### config.mk
export PLATFORM = sky130hd
export DESIGN_NAME = im2col_addr_gen
export DESIGN_NICKNAME = d
export VERILOG_FILES = /design/src/rtl/im2col_addr_gen.sv
export SDC_FILE = /design/constraint.sdc
export NUM_CORES = 1
export LEC_CHECK = 0
export CELL_PAD_IN_SITES_DETAIL_PLACEMENT = 0
export CELL_PAD_IN_SITES_GLOBAL_PLACEMENT = 1
export CORE_MARGIN = 2
export CORE_UTILIZATION = 51
export CTS_CLUSTER_DIAMETER = 100
export DETAILED_ROUTE_END_ITERATION = 8
export PLACE_DENSITY = 0.86
export SLEW_MARGIN = 0
export SYNTH_ARGS = -nofsm -noshare
export SYNTH_HDL_FRONTEND = slang
export SYNTH_SLANG_ARGS = --single-unit
### constraint.sdc
create_clock -name clk -period 22.3 [get_ports clk]
set_input_delay 4.46 -clock clk [delete_from_list [all_inputs] [get_ports clk]]
set_output_delay 4.46 -clock clk [all_outputs]
set_load 0.01 [all_outputs]
### src/rtl/im2col_addr_gen.sv
// im2col byte-address generator: nested window/channel/kernel counters, 3-stage pipe, first addr_valid 3 cycles after start.
// addr_valid && !addr_ready freezes all occupied stages and the counters. Optional clamp output under IM2COL_CLAMP_ADDR_EN.
module im2col_addr_gen #(
  parameter int                 ADDR_W    = 32,
  parameter int                 DIM_W     = 8,
  parameter int                 CH_W      = 10,
  parameter int                 ELEM_LOG2 = 2,
  parameter logic [ADDR_W-1:0]  PAD_ADDR  = ADDR_W'(32'h0000_0FFF)
) (
  input  logic              clk,
  input  logic              rst,
  input  logic              start,
  input  logic [ADDR_W-1:0] cfg_image_addr,
  input  logic [DIM_W-1:0]  cfg_image_h,
  input  logic [DIM_W-1:0]  cfg_image_w,
  input  logic [CH_W-1:0]   cfg_num_ch,
  input  logic [3:0]        cfg_ksize,
  input  logic [3:0]        cfg_stride,
  input  logic [1:0]        cfg_pad,
  input  logic [DIM_W-1:0]  cfg_out_h,
  input  logic [DIM_W-1:0]  cfg_out_w,
  output logic              addr_valid,
  input  logic              addr_ready,
  output logic [ADDR_W-1:0] addr,
  output logic              addr_pad,
  output logic              addr_last,
  output logic [ADDR_W-1:0] addr_clamp,
  output logic              busy,
  output logic              done
);

  localparam int CW = DIM_W + 6;

  typedef enum logic [1:0] {S_IDLE, S_RUN, S_DRAIN, S_FINISH} state_t;

  state_t r_state, w_state_nxt;

  logic [ADDR_W-1:0] r_image_addr;
  logic [DIM_W-1:0]  r_image_h, r_image_w, r_out_h, r_out_w;
  logic [CH_W-1:0]   r_num_ch;
  logic [3:0]        r_ksize, r_stride;
  logic [1:0]        r_pad;

  // Stage 1: the loop counters themselves
  logic              r_s1_vld;
  logic [DIM_W-1:0]  r_oy, r_ox;
  logic [CH_W-1:0]   r_c;
  logic [3:0]        r_ky, r_kx;

  // Stage 2: coordinates and range flag
  logic              r_s2_vld, r_s2_pad, r_s2_last;
  logic [CH_W-1:0]   r_s2_c;
  logic [DIM_W-1:0]  r_s2_iy, r_s2_ix;

  // Stage 3: output register
  logic              r_s3_vld, r_s3_pad, r_s3_last;
  logic [ADDR_W-1:0] r_addr;

  logic w_zero_cfg, w_start_go;
  logic w_kx_end, w_ky_end, w_c_end, w_ox_end, w_oy_end, w_all_end;
  logic w_xfer, w_s3_en, w_s2_en, w_s1_adv;
  logic [CW-1:0]     w_iy, w_ix;
  logic              w_iy_oor, w_ix_oor;
  logic [DIM_W-1:0]  w_iy_sel, w_ix_sel;
  logic [ADDR_W-1:0] w_lin, w_elem_addr;

  assign w_zero_cfg = (cfg_ksize == 4'd0) || (cfg_num_ch == '0) ||
                      (cfg_out_h == '0) || (cfg_out_w == '0);
  assign w_start_go = (r_state == S_IDLE) && start;

  assign w_kx_end  = (r_kx == r_ksize - 4'd1);
  assign w_ky_end  = (r_ky == r_ksize - 4'd1);
  assign w_c_end   = (r_c  == r_num_ch - CH_W'(1));
  assign w_ox_end  = (r_ox == r_out_w - DIM_W'(1));
  assign w_oy_end  = (r_oy == r_out_h - DIM_W'(1));
  assign w_all_end = w_kx_end && w_ky_end && w_c_end && w_ox_end && w_oy_end;

  // Each stage moves when it is empty or the stage below moves, so bubbles collapse.
  assign w_xfer   = r_s3_vld && addr_ready;
  assign w_s3_en  = !r_s3_vld || addr_ready;
  assign w_s2_en  = !r_s2_vld || w_s3_en;
  assign w_s1_adv = r_s1_vld && w_s2_en;

  always_ff @(posedge clk or negedge rst) begin
    if (!rst) begin
      r_image_addr <= '0;
      r_image_h    <= '0;
      r_image_w    <= '0;
      r_num_ch     <= '0;
      r_ksize      <= '0;
      r_stride     <= '0;
      r_pad        <= '0;
      r_out_h      <= '0;
      r_out_w      <= '0;
    end else if (w_start_go) begin
      r_image_addr <= cfg_image_addr;
      r_image_h    <= cfg_image_h;
      r_image_w    <= cfg_image_w;
      r_num_ch     <= cfg_num_ch;
      r_ksize      <= cfg_ksize;
      r_stride     <= cfg_stride;
      r_pad        <= cfg_pad;
      r_out_h      <= cfg_out_h;
      r_out_w      <= cfg_out_w;
    end
  end

  always_ff @(posedge clk or negedge rst) begin
    if (!rst) begin
      r_s1_vld <= 1'b0;
      r_oy     <= '0;
      r_ox     <= '0;
      r_c      <= '0;
      r_ky     <= '0;
      r_kx     <= '0;
    end else if (w_start_go) begin
      r_s1_vld <= !w_zero_cfg;
      r_oy     <= '0;
      r_ox     <= '0;
      r_c      <= '0;
      r_ky     <= '0;
      r_kx     <= '0;
    end else if (w_s1_adv) begin
      if (w_all_end) r_s1_vld <= 1'b0;
      r_kx <= w_kx_end ? '0 : r_kx + 4'd1;
      if (w_kx_end)
        r_ky <= w_ky_end ? '0 : r_ky + 4'd1;
      if (w_kx_end && w_ky_end)
        r_c <= w_c_end ? '0 : r_c + CH_W'(1);
      if (w_kx_end && w_ky_end && w_c_end)
        r_ox <= w_ox_end ? '0 : r_ox + DIM_W'(1);
      if (w_kx_end && w_ky_end && w_c_end && w_ox_end)
        r_oy <= w_oy_end ? '0 : r_oy + DIM_W'(1);
    end
  end

  // Two's-complement coordinates; the MSB is the sign.
  assign w_iy = CW'(r_oy) * CW'(r_stride) + CW'(r_ky) - CW'(r_pad);
  assign w_ix = CW'(r_ox) * CW'(r_stride) + CW'(r_kx) - CW'(r_pad);
  assign w_iy_oor = w_iy[CW-1] || (w_iy[CW-2:0] >= (CW-1)'(r_image_h));
  assign w_ix_oor = w_ix[CW-1] || (w_ix[CW-2:0] >= (CW-1)'(r_image_w));

`ifdef IM2COL_CLAMP_ADDR_EN
  // In range the clamped value equals the raw one, so one address path serves both outputs.
  assign w_iy_sel = w_iy[CW-1] ? '0 : (w_iy_oor ? r_image_h - DIM_W'(1) : w_iy[DIM_W-1:0]);
  assign w_ix_sel = w_ix[CW-1] ? '0 : (w_ix_oor ? r_image_w - DIM_W'(1) : w_ix[DIM_W-1:0]);
`else
  assign w_iy_sel = w_iy[DIM_W-1:0];
  assign w_ix_sel = w_ix[DIM_W-1:0];
`endif

  always_ff @(posedge clk or negedge rst) begin
    if (!rst) begin
      r_s2_vld  <= 1'b0;
      r_s2_pad  <= 1'b0;
      r_s2_last <= 1'b0;
      r_s2_c    <= '0;
      r_s2_iy   <= '0;
      r_s2_ix   <= '0;
    end else if (w_s2_en) begin
      r_s2_vld  <= r_s1_vld;
      r_s2_pad  <= r_s1_vld && (w_iy_oor || w_ix_oor);
      r_s2_last <= r_s1_vld && w_all_end;
      r_s2_c    <= r_c;
      r_s2_iy   <= w_iy_sel;
      r_s2_ix   <= w_ix_sel;
    end
  end

  assign w_lin = (ADDR_W'(r_s2_c) * ADDR_W'(r_image_h) + ADDR_W'(r_s2_iy)) * ADDR_W'(r_image_w)
               + ADDR_W'(r_s2_ix);
  assign w_elem_addr = r_image_addr + (w_lin << ELEM_LOG2);

  always_ff @(posedge clk or negedge rst) begin
    if (!rst) begin
      r_s3_vld  <= 1'b0;
      r_s3_pad  <= 1'b0;
      r_s3_last <= 1'b0;
      r_addr    <= '0;
    end else if (w_s3_en) begin
      r_s3_vld  <= r_s2_vld;
      r_s3_pad  <= r_s2_vld && r_s2_pad;
      r_s3_last <= r_s2_vld && r_s2_last;
      r_addr    <= r_s2_pad ? PAD_ADDR : w_elem_addr;
    end
  end

`ifdef IM2COL_CLAMP_ADDR_EN
  logic [ADDR_W-1:0] r_addr_clamp;

  always_ff @(posedge clk or negedge rst) begin
    if (!rst) begin
      r_addr_clamp <= '0;
    end else if (w_s3_en) begin
      r_addr_clamp <= w_elem_addr;
    end
  end

  assign addr_clamp = r_addr_clamp;
`else
  assign addr_clamp = '0;
`endif

  assign addr_valid = r_s3_vld;
  assign addr       = r_addr;
  assign addr_pad   = r_s3_pad;
  assign addr_last  = r_s3_last;

  always_ff @(posedge clk or negedge rst) begin
    if (!rst) r_state <= S_IDLE;
    else      r_state <= w_state_nxt;
  end

  always_comb begin
    w_state_nxt = r_state;
    busy        = 1'b0;
    done        = 1'b0;
    case (r_state)
      S_IDLE: begin
        if (start) w_state_nxt = w_zero_cfg ? S_FINISH : S_RUN;
      end
      S_RUN: begin
        busy = 1'b1;
        if (w_s1_adv && w_all_end) w_state_nxt = S_DRAIN;
      end
      S_DRAIN: begin
        busy = 1'b1;
        if (w_xfer && r_s3_last) w_state_nxt = S_FINISH;
      end
      S_FINISH: begin
        done        = 1'b1;
        w_state_nxt = S_IDLE;
      end
      default: w_state_nxt = S_IDLE;
    endcase
  end

endmodule

==> results.sh, run 1 <==
export IMPL_relSlewSlack=0.299
export IMPL_drt_wl_total_um=51800
export IMPL_insertedDiodeCount=0
export IMPL_drv_cap=0
export IMPL_cp_max_fo=11
export IMPL_yosys_top_cells_count="nand2_1 (400), inv_1 (341), ha_1 (227), fa_1 (205), dfrtp_1 (185)"
export IMPL_ys_ff_latch=185
export IMPL_die_area_um2=43700
export IMPL_cts_setup_buffers=0
export IMPL_grt_pass1_vias=17300
export IMPL_skew_ns=0.0193
export IMPL_path_buf_inv=6
export IMPL_hp_class="register to register"
export IMPL_fmax_mhz=89.7
export IMPL_avgViaCountPerCell=5.40
export IMPL_worst_path_largest_cell_delay_ns=0.70
export IMPL_rows=75
export IMPL_wl_per_cell_um=16.9
export IMPL_yosys_area_top_type_share=0.216
export IMPL_fin_nets=3039
export IMPL_cts_resized_gates=0
export IMPL_period_share=0.500
export IMPL_core_um2=41700
export IMPL_drive_above_1_share=0.0352
export IMPL_n_fill_cell=3834
export IMPL_yosys_most_used_dff="dfrtp_1"
export IMPL_setup_tns_ns=0
export IMPL_clock_latency_ns=0.48
export IMPL_reg2regPathDepth=36
export IMPL_die_x_um=209
export IMPL_root_buffer="clkbuf_16"
export IMPL_path_clk_slew_ns=0.09
export IMPL_slew_violations=0
export IMPL_start_util=0.514
export IMPL_die_h_um=209
export IMPL_status="finished, final reports clean"
export IMPL_cp_end_kind="register"
export IMPL_ant_nets=0
export IMPL_yosys_cell_count_top_type="nand2_1"
export IMPL_clockBufferDepth=2
export IMPL_grt_max_degree=85
export IMPL_power_leakage_nw=12.2
export IMPL_placed_cell_area_um2=23000
export IMPL_hp_start="addr[0]"
export IMPL_yosys_top_cells_area="dfrtp_1 (22%), fa_1 (19%), ha_1 (13%)"
export IMPL_final_area_um2=23600
export IMPL_cp_top_family="adder cells"
export IMPL_synth_edff_count=0
export IMPL_yosys_warnings=0
export IMPL_startpoint_type="register"
export IMPL_yosys_area_top_type="dfrtp_1"
export IMPL_dr_total_vias=16600
export IMPL_yosysSeqAreaShare=0.216
export IMPL_cts_tree="done"
export IMPL_reg2reg_to="addr[28]"
export IMPL_path_class="register to register"
export IMPL_p_per_area_nw_per_um2=29.0
export IMPL_synth_distinct_cells=79
export IMPL_clock_sinks=185
export IMPL_place_gp_congestion=0.902
export IMPL_min_to="addr[0]"
export IMPL_antenna_found_initial=0
export IMPL_min_path_cells=2
export IMPL_cts_htree_levels=4
export IMPL_syn2layout_area_growth_pct=10.0
export IMPL_ctsHoldBuffers=0
export IMPL_grt_overflow_total=0
export IMPL_dr_pass1_iters=5
export IMPL_syn_area_per_cell_um2=8.73
export IMPL_crit_arrival_ns=11.51
export IMPL_r2r_start="r_image_h[4]"
export IMPL_ys_async_sr_fraction=1.00
export IMPL_cp_slowest_cell="o41ai_1"
export IMPL_worst_pin_slew_ns=1.05
export IMPL_first_iter_violations=729
export IMPL_ir_drop_mv=0.0548
export IMPL_syn_area_um2=21400
export IMPL_ff2ff_setup_slack_ns=11.15
export IMPL_ios=157
export IMPL_numPortBuffers=124
export IMPL_worst_ep_required_time_ns=22.66
export IMPL_hpwl_um=41600
export IMPL_hold_viol_final=0
export IMPL_grt_pass1_wl_um=86900
export IMPL_setup_viol=0
export IMPL_grt_use_total=0.247
export IMPL_hold_ws_ns=0.475
export IMPL_synth_cells=2454
export IMPL_cp_common_cell="fa_1"
export IMPL_rsz0062_at_grt="false"
export IMPL_period_needed_ns=11.15
export IMPL_cts_buffers=17
export IMPL_drc=0
cell families after synthesis:
family,after synthesis,share of synthesized area
DFF,185,0.216
AOI/OAI and AO/OA,358,0.108
adders and majority gates,432,0.324
xor gates and xnor gates,115,0.0487
and+or+nand+nor,868,0.199
muxes,33,0.0165
other,1,0.000175
buffers and inverters,462,0.0873
per-layer routing:
metal,up-vias,wire length [um],GRT usage
met3,76,1250,0.0246
li1,8054,-,-
met1,8184,23000,0.315
met4,0,1320,0.0764
met2,257,26300,0.442
met5,-,0,0
area by class of cell:
class,instances,area [um^2],share of cell area
clock buffers,17,425,0.0181
clock inverters,15,180,0.00765
inverters,341,1280,0.0543
multi-input cells,1838,15000,0.638
flip-flops and latches,185,4630,0.196
well taps,539,674,0.0286
repair buffers,136,1340,0.0566
worst max-delay path by stage:
stage,startpoint,depth (start not counted),slack [ns],endpoint
floorplan,r_image_h[7],38,12.17,addr[28]
global placement,r_image_h[7],36,11.59,addr[28]
detailed placement,r_image_h[7],36,11.26,addr[28]
CTS,r_image_h[7],36,11.23,addr[28]
global route,r_image_h[1],37,10.48,addr[28]
finish,r_image_h[4],36,11.15,addr[28]
layout by cell type, fill, tap and decap left out, types with 10 or more instances in the layout:
cell type and count:
a211oi_1 11, a21o_1 34, a21oi_1 91, a22o_1 17, a31oi_1 16, and2_1 170, and3_1 11, buf_4 12
clkbuf_16 17, clkdlybuf4s50_1 123, conb_1 32, dfrtp_1 185, fa_1 205, ha_1 227, inv_1 341, mux2_2 18
mux2i_1 15, nand2_1 399, nand2b_1 30, nand3_1 36, nand4_1 17, nor2_1 72, nor2b_1 15, nor3_1 43
nor4_1 14, o211ai_1 15, o21a_1 10, o21ai_0 91, o21bai_1 12, or3_1 14, xnor2_1 74, xor2_1 38
flip-flops by register name (all words and copies together) (netlist names), 10 cells and up:
register,flops
r_s2_c,10
r_c,10
r_num_ch,10
addr,32
r_image_addr,32
worst min-delay path, cell delays in order (launching register included):
cell and delay, ns:
dfrtp_1 0.35, nand2_1 0.05, nand2_1 0.05
report_power, final:
group,switching [mW],total (mW),internal (mW)
clock network,0.162,0.322,0.160
logic,0.0126,0.0266,0.0140
registers,0,0.335,0.335
through the flow:
step / util / power, mW / setup slack (ns) / cells
floorplan: - / 0.349 / 12.17 / 2485
global placement: 0.551 / 0.369 / 11.59 / 3039
detailed placement: 0.551 / 0.369 / 11.26 / 3039
CTS: 0.566 / 0.690 / 11.23 / 3071
global route: 0.566 / 0.705 / 10.48 / 3071
finish: 0.566 / 0.684 / 11.15 / 3071
Power figures use the tool's default switching activity.
==> run 2, diff against run 1 <==
- CORE_UTILIZATION: 51 -> 42
- PLACE_DENSITY: 0.86 -> 0.75
- clock period: 22.3 -> 9.07 ns (I/O delays scaled with it)
==> run 2 against run 1 <==
The run now ends with negative setup slack left. Fmax grew 18%. Via count grew 5.4%. Setup slack lost 12 ns. Critical path type unchanged. Largest power group is now clock. Highest routed layer unchanged.
==> results.sh, run 2 (synthesis gave the netlist of run 1 again) <==
export IMPL_cts_buffers=17
export IMPL_cp_max_fo=5
export IMPL_crit_arrival_ns=9.82
export IMPL_pwr_share_seq=0.476
export IMPL_total_power_mw=1.73
export IMPL_clockBufferDepth=2
export IMPL_drive_above_1_share=0.192
export IMPL_violations="negative setup slack"
export IMPL_avgViaCountPerCell=5.08
export IMPL_die_x_um=230
export IMPL_grt_use_total=0.215
export IMPL_drt_wl_total_um=55900
export IMPL_die_h_um=230
export IMPL_rows=82
export IMPL_clock_sinks=185
export IMPL_cts_tree="done"
export IMPL_worst_pin_slew_ns=0.959
export IMPL_period_share=1.04
export IMPL_ios=157
export IMPL_dr_pass1_iters=4
export IMPL_place_gp_congestion=0.860
export IMPL_hp_start="addr[0]"
export IMPL_grt_pass1_vias=18300
export IMPL_final_common_cell="nand2_1"
export IMPL_relSlewSlack=0.361
export IMPL_most_common_layout_cells="nand2_1 (385), inv_1 (309), buf_4 (211), ha_1 (200), fa_1 (196)"
export IMPL_power_leakage_nw=13.7
export IMPL_combPwrFrac=0.038
export IMPL_setup_ws_ns=-0.361
export IMPL_numPortBuffers=124
export IMPL_hpwl_um=44300
export IMPL_p_switching_mw=0.437
export IMPL_root_buffer="clkbuf_16"
export IMPL_hold_viol_final=0
export IMPL_start_util=0.426
export IMPL_drv_cap=0
export IMPL_first_iter_violations=782
export IMPL_skew_ns=0.0184
export IMPL_dr_total_vias=17500
export IMPL_reg2reg_to="addr[31]"
export IMPL_min_to="addr[0]"
export IMPL_ant_nets=0
export IMPL_switching_share=0.252
export IMPL_path_class="register to register"
export IMPL_setup_tns_ns=-2.57
export IMPL_min_path_cells=2
export IMPL_timing_critical_path_from="r_image_h[1]"
export IMPL_hp_class="register to register"
export IMPL_cp_end_kind="register"
export IMPL_core_um2=50300
export IMPL_slew_violations=0
export IMPL_startpoint_type="register"
export IMPL_drc=0
export IMPL_fin_nets=3273
export IMPL_cp_slowest_cell="fa_1"
export IMPL_grt_overflow_total=0
export IMPL_r2r_start="r_image_h[1]"
export IMPL_rsz0062_at_grt="true"
export IMPL_clkPwrFrac=0.486
export IMPL_antenna_found_initial=0
export IMPL_p_per_area_nw_per_um2=64.5
export IMPL_path_clk_slew_ns=0.09
export IMPL_insertedDiodeCount=0
export IMPL_worst_ep_required_time_ns=9.46
export IMPL_grt_max_degree=79
export IMPL_cp_common_cell="fa_1"
export IMPL_cts_htree_levels=4
export IMPL_syn2layout_area_growth_pct=25.4
export IMPL_grt_pass1_wl_um=91600
export IMPL_ff2ff_setup_slack_ns=-0.36
export IMPL_reg2regPathDepth=41
export IMPL_setup_viol=12
export IMPL_wl_per_cell_um=16.3
export IMPL_period_needed_ns=9.43
export IMPL_clock_latency_ns=0.50
export IMPL_status="finished with violations"
export IMPL_ir_drop_mv=0.152
export IMPL_intPower_mw=1.30
export IMPL_worst_path_largest_cell_delay_ns=0.55
export IMPL_die_area_um2=52800
export IMPL_fmax_mhz=106
==> run 2: changes by cell type in the layout (fill, tap and decap cells not counted), sizes merged <==
cell      previous run  this run
buf                 12       246
bufinv               1         2
clkbuf              18        19
clkinv               6         5
clkinvlp             1         0
==> run 2: timing repair <==
action,4_1_cts,5_1_grt
hold buffers,0,0
buffers inserted,42,22
gates cloned,0,0
pin swaps,107,96
endpoints found under the hold margin,0,0
resized for setup,140,108
endpoints found under the setup margin,18,18
==> run 2: worst max-delay path by stage <==
stage               end  slack, ns  cells after the start
6_report       addr[31]      -0.36                     41
5_1_grt        addr[31]      -0.70                     41
4_1_cts        addr[30]      -0.36                     39
3_5_place_dp   addr[28]      -0.67                     39
3_3_place_gp   addr[28]      -0.49                     39
2_1_floorplan  addr[31]      -0.07                     40
==> run 2: worst max-delay path, delay by kind of cell (launching register included) <==
kind | cells | cell delay, ns
AO/OA/AOI/OAI | 12 | 2.32
AND/OR/NAND/NOR | 6 | 0.81
XOR/XNOR | 2 | 0.22
flip-flops | 1 | 0.47
adder cells (fa/ha/maj) | 11 | 4.45
buffers and inverters | 10 | 1.05
==> run 2: layout make-up <==
class	count	area, um^2
inverters	341	1280
clock inverters	14	220
well taps	672	841
multi-input cells	1838	16200
repair buffers	370	3230
fillers	4697	23400
flip-flops and latches	185	4650
clock buffers	18	439
==> run 2: per-layer routing <==
metal / up-vias / GRT usage / part of all wire
li1: 8518 / - / -
met1: 8637 / 0.269 / 0.44
met2: 255 / 0.386 / 0.51
met3: 63 / 0.0250 / 0.025
met4: 0 / 0.0669 / 0.024
met5: - / 0 / 0
==> run 2: power groups by stage <==
stage | clock (mW) | sequential [mW] | combinational [mW]
floorplan | 0 | 0.841 | 0.0173
global placement | 0 | 0.840 | 0.0672
detailed placement | 0 | 0.840 | 0.0673
CTS | 0.871 | 0.824 | 0.0677
global route | 0.895 | 0.824 | 0.0729
finish | 0.842 | 0.824 | 0.0663
==> run 2: through the flow <==
| step | cell area (um^2) | hold slack [ns] | cells | worst slack (ns) | util |
|---|---|---|---|---|---|
| final | 26900 | 0.476 | 3438 | -0.361 | 0.534 |
| after global routing | 26900 | 0.494 | 3438 | -0.699 | 0.534 |
| after CTS | 26200 | 0.480 | 3418 | -0.362 | 0.522 |
| after detailed placement | 24700 | 0.464 | 3345 | -0.667 | 0.491 |
| after global placement | 24700 | 0.456 | 3345 | -0.487 | 0.491 |
| after floorplan | 21900 | 0.440 | 2485 | -0.0737 | - |
==> RTL edit 1: new RTL, flow settings as in run 2 <==
Change the parameter `ADDR_W` from 32 to 16.
--- a/src/rtl/im2col_addr_gen.sv
+++ b/src/rtl/im2col_addr_gen.sv
@@ -2,5 +2,5 @@
 // addr_valid && !addr_ready freezes all occupied stages and the counters. Optional clamp output under IM2COL_CLAMP_ADDR_EN.
 module im2col_addr_gen #(
-  parameter int                 ADDR_W    = 32,
+  parameter int                 ADDR_W    = 16,
   parameter int                 DIM_W     = 8,
   parameter int                 CH_W      = 10,
Interface: changed (resized addr, addr_clamp and cfg_image_addr); port bits go from 157 to 109. No check against the original RTL was run, so the function may have changed too.
==> RTL edit 1 against run 2 <==
Design area shrank 34%. Clock skew fell by 11 ps. Setup slack better by 940 ps. Synthesized area shrank 26%. Wire length fell by 33%. Non-clock buffer count is 271 lower. Utilization decreased by 5.6 points. Sequential cell count is 32 lower.
Power is not shown: default switching activity piles up to over one toggle a cycle in this logic, so the estimate is an artifact.
==> RTL edit 1: results (changes against run 2) <==
.. list-table::
   :header-rows: 1

   * - Metric
     - Value
   * - Via count of the first global-routing pass
     - 12096 (was 18279)
   * - First-pass detailed-route iteration total
     - 5 (was 4)
   * - Sequential element share of the synthesized area
     - 0.2430 (was 0.2161)
   * - Largest fanout on the critical path
     - 11 (was 5)
   * - Violation count after the first detailed-routing iteration
     - 623 (was 782)
   * - Prevailing post-synth register cell
     - sky130_fd_sc_hd__dfrtp_1 (unchanged)
   * - Port Buffers
     - 92 (was 124)
   * - Leading cell types by total area after synthesis
     - sky130_fd_sc_hd__dfrtp_1 (24%), sky130_fd_sc_hd__fa_1 (18%), sky130_fd_sc_hd__ha_1 (13%) (was sky130_fd_sc_hd__dfrtp_1 (22%), sky130_fd_sc_hd__fa_1 (19%), sky130_fd_sc_hd__ha_1 (13%))
   * - DRT Wirelength
     - 37450 µm (was 55920 µm)
   * - Final-layout fill cell count
     - 3601 (was 4697)
   * - Via density per instance
     - 5.036 (was 5.082)
   * - Slew Viols, Final
     - 0 (unchanged)
   * - Initial antenna violation count
     - 0 (unchanged)
   * - Synth Area per Inst
     - 8.750 µm² (was 8.728 µm²)
   * - CP top delay family
     - adder cells (unchanged)
   * - Latest clock arrival within the worst-skew pair
     - 440 ps (was 500 ps)
   * - Result of the run
     - finished clean (was finished with violations)
   * - Fraction of layout cells with a size suffix above 1
     - 0.04339 (was 0.1923)
   * - Weighted congestion reported at the end of routability-driven placement
     - 0.8699 (was 0.8595)
   * - Worst Max-Slew Pin Slew
     - 973.8 ps (was 958.9 ps)
   * - CTS clock-pin slew for the worst setup and hold paths
     - 70 ps (was 90 ps)
   * - Instance area at placement
     - 0.01702 mm² (was 0.02471 mm²)
   * - Arrival time of data at the critical path endpoint
     - 8850 ps (was 9820 ps)
   * - Synth Warn #
     - 0 (unchanged)
   * - Fin nets
     - 2231 (was 3273)
   * - Crit-path max cell delay
     - 540 ps
   * - Top cells by instance count after synthesis
     - sky130_fd_sc_hd__nand2_1 (326), sky130_fd_sc_hd__inv_1 (276), sky130_fd_sc_hd__ha_1 (160) (was sky130_fd_sc_hd__nand2_1 (400), sky130_fd_sc_hd__inv_1 (341), sky130_fd_sc_hd__ha_1 (227))
   * - Gr usage total
     - 0.2020 (was 0.2147)
   * - HPWL after detailed placement
     - 29820 µm (was 44350 µm)
   * - Number of antenna diodes
     - 0 (unchanged)
   * - Global-route wire length before repair
     - 61580 µm (was 91560 µm)
   * - Worst setup skew after layout
     - 6.966 ps (was 18.36 ps)
   * - Number of placed cells counting well taps
     - 2303 (was 3345)
   * - DR WL/cell
     - 16.04 µm (was 16.27 µm)
   * - Number of different library cells in the post-synthesis netlist
     - 67 (was 79)
   * - Pin count of the biggest net entering global routing
     - 97 (was 79)
[RTL edit 1: changes by cell type in the layout (fill, tap and decap cells not counted), sizes merged, moves of 14 or more]
cell                  run 2  this run
a21o                     35        11
a21oi                    91        57
a22o                     17         3
and2                    172        99
buf                     246         8
clkdlybuf4s50           123        91
conb                     32        16
dfrtp                   185       153
fa                      205       145
ha                      227       160
inv                     348       280
nand2                   400       328
nor3                     44        16
[RTL edit 1: path summary, 6_finish.rpt]
path,slack [ps],startpoint,cells after the start,to
max,570,r_image_h[1],26,addr[15]
min,470,addr[0],2,addr[0]
max reg2reg,570,r_image_h[1],26,addr[15]
min reg2reg,470,addr[0],2,addr[0]
max in group asynchronous,6340,rst,2,r_s2_ix[1]
min in group asynchronous,1420,rst,1,r_s2_last
[RTL edit 1: cells by family (layout without fill, tap and decap cells)]
group                      Yosys count  after routing  synth area share
AOI/OAI and AO/OA                  220            220           0.08583
xor gates and xnor gates           110            110           0.06376
adders and majority gates          305            305            0.3112
buffers and inverters              356            407           0.08884
DFF                                153            153            0.2430
muxes                               27             27           0.01874
other                                1             16         0.0002380
and+or+nand+nor                    629            629            0.1884
[RTL edit 1: layer usage]
metal / up-vias / track usage / part of all wire
met5: - / 0 / 0
met4: 0 / 0.07101 / 0.029
met3: 47 / 0.03338 / 0.034
met2: 185 / 0.3485 / 0.48
met1: 5738 / 0.2563 / 0.45
li1: 5789 / - / -
[RTL edit 1: area by class of cell]
cell class                 count  area (µm²)  area share
clock inverter                11       108.9    0.006183
inverter                     276        1036     0.05884
multi-input combinational   1307       10600      0.6022
clock buffer                  21       470.5     0.02672
timing repair buffer          99       974.7     0.05536
sequential                   153        3829      0.2175
tap                          468       585.6     0.03326
[RTL edit 1: repair_timing]
item	in CTS	in global routing
endpoints found under the setup margin	0	1
gates resized for setup	0	3
setup buffers	0	0
[RTL edit 1: stage by stage]
| stage | hold slack (ps) | setup slack, ps |
|---|---|---|
| CTS | 475.0 | 441.0 |
| detailed placement | 460.5 | 484.6 |
| global route | 507.4 | 72.25 |
| finish | 469.3 | 574.4 |
| global placement | 457.6 | 545.6 |
| floorplan | 440.3 | 1153 |
==> RTL edit 2: new RTL, settings of run 2 <==
Without the edit above. Re-encode `state_t` (4 states) as one-hot, 4 bits wide.
--- a/src/rtl/im2col_addr_gen.sv
+++ b/src/rtl/im2col_addr_gen.sv
@@ -32,5 +32,5 @@
   localparam int CW = DIM_W + 6;
 
-  typedef enum logic [1:0] {S_IDLE, S_RUN, S_DRAIN, S_FINISH} state_t;
+  typedef enum logic [3:0] {S_IDLE = 4'b0001, S_RUN = 4'b0010, S_DRAIN = 4'b0100, S_FINISH = 4'b1000} state_t;
 
   state_t r_state, w_state_nxt;
Function: no difference found for any inputs over 4 cycles, from zero or initial values and one cycle with rst low; so few cycles prove little.
==> RTL edit 2 against run 2 <==
The flow still finishes with violations (setup timing). Critical path type unchanged. Sequential cell count is 2 higher. Wire length increased by 5.5%. Synthesized area up 0.89%. Setup slack lost 230 ps. Design area rose by 1.6%. Highest routed layer unchanged. Largest cell class unchanged. Non-clock buffer count grew 34. Via count grew 4.5%.
Power is left out: the tool's default activity adds up to more than one toggle a clock period on the data nets, which glitch-free logic cannot reach.
==> RTL edit 2: results (changes against run 2) <==
.. list-table::
   :header-rows: 1

   * - Metric
     - Value
   * - Result of the run
     - finished with violations (unchanged)
   * - Violated checks
     - setup timing (unchanged)
   * - Global-route wire length before repair
     - 95430 µm (was 91560 µm)
   * - Fraction of layout cells with a size suffix above 1
     - 0.1944 (was 0.1923)
   * - Sequential element share of the synthesized area
     - 0.2166 (was 0.2161)
   * - Via count of the first global-routing pass
     - 18888 (was 18279)
   * - Length in cells of the worst reg-to-reg path
     - 43 (was 41)
   * - Gr usage total
     - 0.2235 (was 0.2147)
   * - Hold path startpoint
     - r_image_addr[1] (was addr[0])
   * - Worst setup skew after layout
     - 18.83 ps (was 18.36 ps)
   * - Instance area at placement
     - 0.02510 mm² (was 0.02471 mm²)
   * - HPWL after detailed placement
     - 46250 µm (was 44350 µm)
   * - Fin nets
     - 3357 (was 3273)
   * - Hold WS
     - 476.2 ps (about the same)
   * - Largest fanout on the critical path
     - 6 (was 5)
   * - First-pass detailed-route iteration total
     - 5 (was 4)
   * - Arrival time of data at the critical path endpoint
     - 10010 ps (was 9820 ps)
   * - Worst flop-to-flop path startpoint
     - r_image_h[2] (was r_image_h[1])
   * - Number of different library cells in the post-synthesis netlist
     - 75 (was 79)
   * - Top cells by instance count after synthesis
     - sky130_fd_sc_hd__nand2_1 (408), sky130_fd_sc_hd__inv_1 (352), sky130_fd_sc_hd__ha_1 (222) (was sky130_fd_sc_hd__nand2_1 (400), sky130_fd_sc_hd__inv_1 (341), sky130_fd_sc_hd__ha_1 (227))
   * - Final-layout fill cell count
     - 4756 (was 4697)
   * - Setup slack of the critical path after layout
     - -586.6 ps (was -361.3 ps)
   * - Worst Max-Slew Pin Slew
     - 995.0 ps (was 958.9 ps)
   * - Leading cell types by total area after synthesis
     - sky130_fd_sc_hd__dfrtp_1 (22%), sky130_fd_sc_hd__fa_1 (19%), sky130_fd_sc_hd__ha_1 (13%) (unchanged)
   * - Initial antenna violation count
     - 1 (was 0)
   * - Setup violation total in the final timing report
     - 12 (unchanged)
   * - CP max-delay cell
     - sky130_fd_sc_hd__fa_1 (unchanged)
   * - Vias post-DR
     - 18252 (was 17473)
==> RTL edit 2: cell types whose count changed after synthesis, sizes merged, moves of 7 or more <==
cell,run 2,this run
nand2b,31,21
nor2,72,87
and3,11,19
o211ai,15,22
inv,341,352
and2,172,159
clkbuf,81,92
mux2i,15,5
nand2,400,408
nor4,15,26
nand3,37,52
o21ai,92,113
==> RTL edit 2: final cells by class <==
class                   count  share of cell area
multi-input cells        1879              0.5992
flip-flops and latches    187              0.1721
repair buffers            404              0.1273
inverters                 353             0.04856
well taps                 680             0.03118
clock buffers              19             0.01587
clock inverters            13            0.005732
diodes                      1          0.00009171
==> RTL edit 2: stage by stage <==
stage	instances	setup TNS, ps
final	3536	-5200
after floorplan	2551	-978.6
after detailed placement	3425	-11470
after CTS	3507	-4704
after global placement	3425	-8637
after global routing	3536	-9470
==> RTL edit 2: metal layers <==
metal	share of wire	vias to the layer above	global-route usage	routed length, µm
li1	-	8832	-	-
met1	0.42	9030	0.2703	24880
met2	0.52	297	0.4068	30700
met3	0.025	93	0.02668	1491
met4	0.033	0	0.08065	1928
met5	0	-	0	0
==> RTL edit 2: how the worst max path moves through the flow <==
| stage | startpoint | to | slack (ps) |
|---|---|---|---|
| finish | r_image_h[2] | addr[31] | -590 |
| global route | r_image_h[2] | addr[31] | -890 |
| CTS | r_image_h[3] | addr[28] | -560 |
| detailed placement | r_s2_c[6] | addr[31] | -950 |
| global placement | r_s2_c[5] | addr[31] | -680 |
| floorplan | r_image_h[1] | addr[31] | -250 |
==> RTL edit 2: what timing repair did <==
action / in CTS / in global routing
buffers inserted: 51 / 29
pin swaps: 116 / 127
endpoints found under the setup margin: 19 / 19
resized for setup: 126 / 98
==> RTL edit 2: cells by family after synthesis <==
group	synth area share
AND/OR/NAND/NOR	0.1994
buffers and inverters	0.09038
adder cells (fa/ha/maj)	0.3185
AO/OA/AOI/OAI	0.1181
flip-flops	0.2166
XOR/XNOR	0.04626
multiplexers	0.01065
other	0.0001735
==> RTL edit 2: worst register-to-register path: cells and delay by family (launching register included) <==
kind	cells	cell delay (ps)
fa+ha+maj	11	4420
compound gates	13	1890
simple gates	7	1590
buf+inv	11	1040
flops	1	420
xor+xnor	1	150
